### config.mk
export PLATFORM = sky130hd
export DESIGN_NAME = button_events
export DESIGN_NICKNAME = d
export VERILOG_FILES = /design/src/rtl/button_events.sv
export SDC_FILE = /design/constraint.sdc
export NUM_CORES = 1
export LEC_CHECK = 0
export CAP_MARGIN = 20
export CORE_MARGIN = 8
export CORE_UTILIZATION = 35
export CTS_BUF_LIST = sky130_fd_sc_hd__clkbuf_16
export DETAILED_ROUTE_END_ITERATION = 10
export HOLD_SLACK_MARGIN = 0.12
export PLACE_DENSITY_LB_ADDON = 0.1
export RECOVER_POWER = 50
export SETUP_SLACK_MARGIN = 0.05
export SYNTH_ARGS = -nofsm -noshare
export SYNTH_HDL_FRONTEND = slang
export SYNTH_SLANG_ARGS = --single-unit
export TNS_END_PERCENT = 100
### constraint.sdc
create_clock -name clk -period 4.3 [get_ports clk]
set_clock_uncertainty 0.05 [all_clocks]
set_input_delay 0.43 -clock clk [delete_from_list [all_inputs] [get_ports clk]]
set_output_delay 0.43 -clock clk [all_outputs]
set_load 0.01 [all_outputs]
### src/rtl/button_events.sv
// button_events: nine-button front end for the game controller.
//   Two-flop synchroniser, counter debounce and a sticky press-event flag
//   per button, plus a shared "any button" event flag.
//
//   Ports:
//     clk      pixel clock
//     rst_n    asynchronous active-low reset
//     raw_btn  raw buttons {roll,peek,hard_new,soft_new,guess,right,left,down,up}
//     ack_btn  per-button event acknowledge (same bit order)
//     ack_any  acknowledge for btn_any
//     btn      pending press events
//     btn_any  pending "some button pressed" event
//     held     debounced stable level
//
//   Optional macro BTN_AUTOREPEAT_EN: up/down/left/right (bits 0-3) re-fire
//   their event every REPEAT_PERIOD cycles once held for REPEAT_DELAY cycles.

module button_events_lane #(
  parameter int unsigned DEBOUNCE_CYCLES = 65536
`ifdef BTN_AUTOREPEAT_EN
 ,parameter int unsigned REPEAT_DELAY    = 12000000,
  parameter int unsigned REPEAT_PERIOD   = 3000000,
  parameter bit          REPEAT_EN       = 1'b0
`endif
) (
  input  logic clk,
  input  logic rst_n,
  input  logic raw,
  input  logic ack,
  output logic held,
  output logic btn,
  output logic evt
);
  localparam logic [23:0] DB_LAST = 24'(DEBOUNCE_CYCLES - 1);

  logic        s1, s2;
  logic [23:0] cnt;
  logic        flip, press;

  // held flips on the edge where the mismatch run reaches DEBOUNCE_CYCLES
  assign flip  = (s2 != held) && (cnt == DB_LAST);
  assign press = flip && !held;

  always_ff @(posedge clk or negedge rst_n) begin
    if (!rst_n) begin
      s1   <= 1'b0;
      s2   <= 1'b0;
      cnt  <= '0;
      held <= 1'b0;
    end else begin
      s1 <= raw;
      s2 <= s1;
      if (s2 == held) begin
        cnt <= '0;
      end else if (cnt == DB_LAST) begin
        held <= ~held;
        cnt  <= '0;
      end else begin
        cnt <= cnt + 24'd1;
      end
    end
  end

`ifdef BTN_AUTOREPEAT_EN
  if (REPEAT_EN) begin : g_rpt
    localparam logic [23:0] RPT_LAST   = 24'(REPEAT_DELAY - 1);
    localparam logic [23:0] RPT_RELOAD = 24'(REPEAT_DELAY - REPEAT_PERIOD);
    logic [23:0] rcnt;
    logic        rpt;

    assign rpt = held && (rcnt == RPT_LAST);

    // reload keeps later repeats REPEAT_PERIOD apart without a second counter
    always_ff @(posedge clk or negedge rst_n) begin
      if (!rst_n)                rcnt <= '0;
      else if (press || !held)   rcnt <= '0;
      else if (rpt)              rcnt <= RPT_RELOAD;
      else                       rcnt <= rcnt + 24'd1;
    end

    assign evt = press | rpt;
  end else begin : g_no_rpt
    assign evt = press;
  end
`else
  assign evt = press;
`endif

  // set wins over a same-edge ack; a second event while pending is absorbed
  always_ff @(posedge clk or negedge rst_n) begin
    if (!rst_n) btn <= 1'b0;
    else        btn <= evt | (btn & ~ack);
  end
endmodule

module button_events #(
  parameter int unsigned DEBOUNCE_CYCLES = 65536,
  parameter int unsigned REPEAT_DELAY    = 12000000,
  parameter int unsigned REPEAT_PERIOD   = 3000000
) (
  input  logic       clk,
  input  logic       rst_n,
  input  logic [8:0] raw_btn,
  input  logic [8:0] ack_btn,
  input  logic       ack_any,
  output logic [8:0] btn,
  output logic       btn_any,
  output logic [8:0] held
);
  logic [8:0] evt;

  for (genvar i = 0; i < 9; i++) begin : g_lane
    button_events_lane #(
      .DEBOUNCE_CYCLES (DEBOUNCE_CYCLES)
`ifdef BTN_AUTOREPEAT_EN
     ,.REPEAT_DELAY    (REPEAT_DELAY),
      .REPEAT_PERIOD   (REPEAT_PERIOD),
      .REPEAT_EN       (i < 4)
`endif
    ) u_lane (
      .clk   (clk),
      .rst_n (rst_n),
      .raw   (raw_btn[i]),
      .ack   (ack_btn[i]),
      .held  (held[i]),
      .btn   (btn[i]),
      .evt   (evt[i])
    );
  end

  always_ff @(posedge clk or negedge rst_n) begin
    if (!rst_n) btn_any <= 1'b0;
    else        btn_any <= (|evt) | (btn_any & ~ack_any);
  end
endmodule

==> flow_metrics.env <==
export IMPL_post_cts_resized=0
export IMPL_wirelength_um=23200
export IMPL_die_h_um=201
export IMPL_dieArea_sq_um=40500
export IMPL_antenna_found_initial=0
export IMPL_synth_edf_count=0
export IMPL_ant_nets=0
export IMPL_start_util=0.351
export IMPL_insertion_delay_ns=0.54
export IMPL_via_per_inst=4.71
export IMPL_cp_top_family="buffers and inverters"
export IMPL_grt_usage=0.116
export IMPL_seq_area_frac_synth=0.527
export IMPL_min_path_type="flop to flop"
export IMPL_worstPathRequired_ns=4.34
export IMPL_drive_gt1_frac=0.0628
export IMPL_hold_viol=0
export IMPL_overflow=0
export IMPL_final_common_cell="dfrtp_1"
export IMPL_wire_per_inst_um=13.6
export IMPL_crit_arrival_ns=2.87
export IMPL_setup_tns_ns=0
export IMPL_ys_warnings_count=0
export IMPL_syn_cell_area_sq_um=12000
export IMPL_port_buffers=39
export IMPL_fillers=3406
export IMPL_cts_tree="built"
export IMPL_layout_common_cells="dfrtp_1, nor2_1, xor2_1"
export IMPL_worst_setup_path_type="primary input to asynchronous set/reset pin"
export IMPL_status="finished with violations"
export IMPL_cpPeakStageDelay_ns=1.79
export IMPL_tightest_slew_ns=2.59
export IMPL_clk_pin_slew_ns=0.06
export IMPL_postCtsSetupBuffers=0
export IMPL_pin_count=40
export IMPL_root_buffer="clkbuf_16"
export IMPL_max_slew_margin=-0.730
export IMPL_worst_path_buf_inv=2
export IMPL_rsz0062_at_grt="false"
export IMPL_route_detailed_drc=0
export IMPL_synth_nets=1236
export IMPL_async_reset_ff_frac=1.00
export IMPL_cts_buffer_depth=3
export IMPL_dp_hpwl_um=14900
export IMPL_grt_pass1_vias=8171
export IMPL_place_ws_ns=1.61
export IMPL_fin_crit_ns=2.83
export IMPL_drtPass1Iterations=4
export IMPL_grt_max_degree=102
export IMPL_grt_pass1_wl_um=40800
export IMPL_maxCapViolations=1
export IMPL_slew_violations=100
export IMPL_drtIter0Drc=386
export IMPL_crit_slowest_cell="clkbuf_2"
export IMPL_start_kind="primary input"
export IMPL_clock_sinks=253
export IMPL_gp_congestion=0.730
export IMPL_yosysUniqueCellTypes=50
export IMPL_violations="capacitance limit, slew limit"
export IMPL_dieWidth_um=201
export IMPL_num_vias=8067
export IMPL_htreeDepth=1
export IMPL_synth_seq_cells=253
export IMPL_ctsHoldBuffers=1
export IMPL_setup_viol=0
export IMPL_worst_path_max_fanout=101
export IMPL_ys_flop_type="dfrtp_1"
export IMPL_cts_buffers=30
export IMPL_fin_crit_sh=0.659
export IMPL_core_sq_um=34200
export IMPL_setup_ws_ns=1.47
export IMPL_num_rows=68
export IMPL_area_growth_pct=14.7
export IMPL_leakagePower_nw=5.75
export IMPL_nets=1264
export IMPL_syn_inst=1206
export IMPL_end_kind="asynchronous set/reset pin"
export IMPL_path_cells="dlygate4sd3_1 > clkbuf_2"
export IMPL_clock_fmax_mhz=353
export IMPL_diodes=0
export IMPL_avgSynthCellArea_sq_um=9.96
export IMPL_ir_drop_uv=314
export IMPL_power_density_nw_per_um2=379
## stage by stage
stage	std cells	cell area [sq um]	total power [mW]	hold slack [ns]	utilization
global placement	1655	12700	2.64	0.282	0.372
finish	1713	13800	5.23	0.288	0.403
global route	1713	13800	5.46	0.308	0.403
CTS	1713	13800	5.34	0.238	0.403
detailed placement	1656	12700	2.64	0.285	0.372
floorplan	1206	12000	2.54	0.0844	-
## worst paths after layout
path	cells after the start	end	from	slack, ns
worst min register to register	0	g_lane[0].u_lane.s2$_DFF_PN0_	g_lane[0].u_lane.s1$_DFF_PN0_	0.29
min in group asynchronous	2	g_lane[5].u_lane.cnt[10]$_DFF_PN0_	rst_n	1.17
worst max-delay path	2	g_lane[0].u_lane.s1$_DFF_PN0_	rst_n	1.47
worst min-delay path	0	g_lane[0].u_lane.s2$_DFF_PN0_	g_lane[0].u_lane.s1$_DFF_PN0_	0.29
max in group clk	6	g_lane[7].u_lane.cnt[9]$_DFF_PN0_	g_lane[7].u_lane.cnt[0]$_DFF_PN0_	1.63
worst max register to register	6	g_lane[7].u_lane.cnt[9]$_DFF_PN0_	g_lane[7].u_lane.cnt[0]$_DFF_PN0_	1.63
## metal layers
layer / up-vias / part of all wire / wire length [um] / track usage
met4: 0 / 0.020 / 459 / 0.0284
li1: 4098 / - / - / -
met5: - / 0 / 0 / 0
met1: 3854 / 0.52 / 12100 / 0.170
met2: 84 / 0.42 / 9790 / 0.174
met3: 31 / 0.037 / 870 / 0.0224
## cells in the mapped netlist (4+ instances only)
| cell type | n | area (sq um) |
|---|---|---|
| nor2b_1 | 5 | 31.3 |
| buf_4 | 20 | 150 |
| xor2_1 | 104 | 911 |
| inv_1 | 29 | 109 |
| xnor2_1 | 98 | 858 |
| nor3_1 | 37 | 185 |
| nand2b_1 | 9 | 56.3 |
| and4_1 | 24 | 210 |
| nand3_1 | 74 | 370 |
| nor2_1 | 251 | 942 |
| ha_1 | 9 | 113 |
| mux2_2 | 7 | 78.8 |
| nor4_1 | 26 | 163 |
| or4_1 | 4 | 30.0 |
| and2_1 | 10 | 62.6 |
| dfrtp_1 | 253 | 6330 |
| nand2_1 | 82 | 308 |
| clkbuf_1 | 11 | 41.3 |
| and3_1 | 22 | 138 |
| or3_1 | 6 | 37.5 |
| buf_2 | 14 | 70.1 |
| nor4b_1 | 5 | 43.8 |
| or2_2 | 5 | 31.3 |
| o21ai_0 | 6 | 30.0 |
| nand4_1 | 57 | 357 |
## state kept, by name, indices dropped and copies added (netlist names)
name and count:
g_lane.u_lane.btn 9, btn_any 1, g_lane.u_lane.s2 9, g_lane.u_lane.s1 9
g_lane.u_lane.cnt 216, g_lane.u_lane.held 9
## kinds of logic (layout without fill, tap and decap cells)
group                      count (synthesis)  count (layout)  share of synthesized area
muxes                                      7               7                    0.00656
and+or+nand+nor                          637             637                      0.263
AOI/OAI and AO/OA                         20              20                     0.0125
buffers and inverters                     78             130                     0.0340
DFF                                      253             253                      0.527
adders and majority gates                  9               9                    0.00937
xor gates and xnor gates                 202             202                      0.147
## final cells by class
type | instances | area [sq um] | area share
multi-input combinational | 875 | 5280 | 0.383
tap | 455 | 569 | 0.0413
inverter | 29 | 109 | 0.00790
timing repair buffer | 45 | 455 | 0.0330
sequential | 253 | 6330 | 0.459
clock inverter | 25 | 269 | 0.0195
clock buffer | 31 | 776 | 0.0563
## power breakdown
group,internal (mW),switching (mW),leakage (nW)
sequential,2.41,0.0276,3.47
clock,1.66,0.986,0.528
combinational,0.0441,0.102,1.75
Note: power is estimated with default switching activity, not from simulation.
==> patch (same settings) <==
Add a define of `BTN_AUTOREPEAT_EN`.
--- a/src/rtl/button_events.sv
+++ b/src/rtl/button_events.sv
@@ -14,6 +14,8 @@
 //
 //   Optional macro BTN_AUTOREPEAT_EN: up/down/left/right (bits 0-3) re-fire
 //   their event every REPEAT_PERIOD cycles once held for REPEAT_DELAY cycles.
+
+`define BTN_AUTOREPEAT_EN
 
 module button_events_lane #(
   parameter int unsigned DEBOUNCE_CYCLES = 65536
Behaviour: no difference found for any inputs over 4 cycles, from zero or initial values and one cycle with rst_n low; that may be too few to reach the edited logic, so the function may still have changed.
==> patch against the unedited design <==
- sequential share of layout area fell by 0.20 points
- the flow still finishes with violations (capacitance limit, slew limit)
- sequential cell count rose by 96
- worst hold slack improved by 0.0084 ns
- total power rose by 36%
- first-iteration DRC count rose by 66%
- count of clock-buffer cells in the layout rose by 14
- sequential power rose by 37%
- setup slack improved by 0.10 ns
- routed wire length rose by 46%
- fmax rose by 3.6%
- largest power group unchanged
- synthesized cell count rose by 42%
- via count rose by 44%
- area after synthesis rose by 40%
- final area rose by 39%
- largest cell class unchanged
==> patch: results (changes against the unedited design) <==
[metrics] proportion of layout cells with a drive suffix above 1: 5.210% (-1.1 points)
[metrics] pin count of the biggest net entering global routing: 118 (+16%)
[metrics] initial detailed-routing violation count: 640 (+66%)
[metrics] Bufs and invs on worst path: 3 (+1)
[metrics] Critical Path Max Stage Delay: 1.48 ns (-0.31 ns)
[metrics] clock latency on the worst-skew pair: 0.57 ns (+0.03 ns)
[metrics] arrival time reported for the critical path endpoint: 3.31 ns (+0.44 ns)
[metrics] final net count: 1770 (+40%)
[metrics] number of maximum-capacitance constraint violations: 1 (unchanged)
[metrics] largest driver fanout on the critical path: 81 (-20%)
[metrics] H-tree Lvls: 2 (+1)
[metrics] DP Area: 0.01770 mm2 (+39%)
[metrics] metal2 WL: 14670 um (+50%)
[metrics] aggregate global-route resource usage: 12.47% (+0.85 points)
[metrics] wire length of the first global-routing pass: 59060 um (+45%)
[metrics] detailed-route wire length on metal 1: 16970 um (+40%)
[metrics] sequential share of the synthesized area: 51.92% (-0.78 points)
[metrics] Synth cell types: 55 (+10%)
[metrics] Power Clock: 3.60 mW (+36%)
[metrics] outcome: finished, violations left
[metrics] relative slew slack: -43.72% (+29 points)
[metrics] failing checks: capacitance limit, slew limit
[metrics] RePlAce Congestion: 0.7470 (+2.3%)
[metrics] IR Drop Worst-Case VDD: 0.2927 mV (-6.7%)
[metrics] fin. max-slew vios: 80 (-20%)
## patch: kinds of logic (layout without fill, tap and decap cells)
group,count (synthesis),count (layout),synth area share [%]
DFF,349,349,51.92
xor gates and xnor gates,285,285,14.84
buffers and inverters,115,171,3.221
muxes,7,7,0.4686
AOI/OAI and AO/OA,50,50,2.038
and+or+nand+nor,891,891,26.55
adders and majority gates,13,13,0.9670
## patch: per-stage QoR
step                worst slack (ns)  util (%)
floorplan                      2.242         -
finish                         1.568     40.17
detailed placement             1.644     37.23
CTS                            1.620     40.19
global placement               1.493     37.22
global route                   1.002     40.17
## patch: layout make-up
cell class	instances	area, um2	area share [%]
clock buffer	45	1126	5.897
clock inverter	29	272.8	1.428
inverter	51	191.4	1.002
multi-input combinational	1246	7546	39.51
sequential	349	8733	45.73
tap	615	769.5	4.029
timing repair buffer	46	457.9	2.398
## patch: final timing paths
kind                                                    from                                 end  slack (ns)  depth (start not counted)
max                                                    rst_n  g_lane[1].u_lane.cnt[18]$_DFF_PN0_        1.57                          3
min                            g_lane[0].u_lane.s1$_DFF_PN0_       g_lane[0].u_lane.s2$_DFF_PN0_        0.30                          0
max reg2reg                g_lane[4].u_lane.cnt[0]$_DFF_PN0_  g_lane[4].u_lane.cnt[21]$_DFF_PN0_        1.63                          6
min reg2reg                    g_lane[0].u_lane.s1$_DFF_PN0_       g_lane[0].u_lane.s2$_DFF_PN0_        0.30                          0
max in group clk           g_lane[4].u_lane.cnt[0]$_DFF_PN0_  g_lane[4].u_lane.cnt[21]$_DFF_PN0_        1.63                          6
min in group asynchronous                              rst_n       g_lane[2].u_lane.s2$_DFF_PN0_        0.98                          2
## patch: layer usage
metal / global-route usage (%) / vias up
li1: - / 5860
met1: 17.12 / 5608
met2: 19.34 / 124
met3: 2.575 / 53
met4: 4.408 / 0
met5: 0 / -
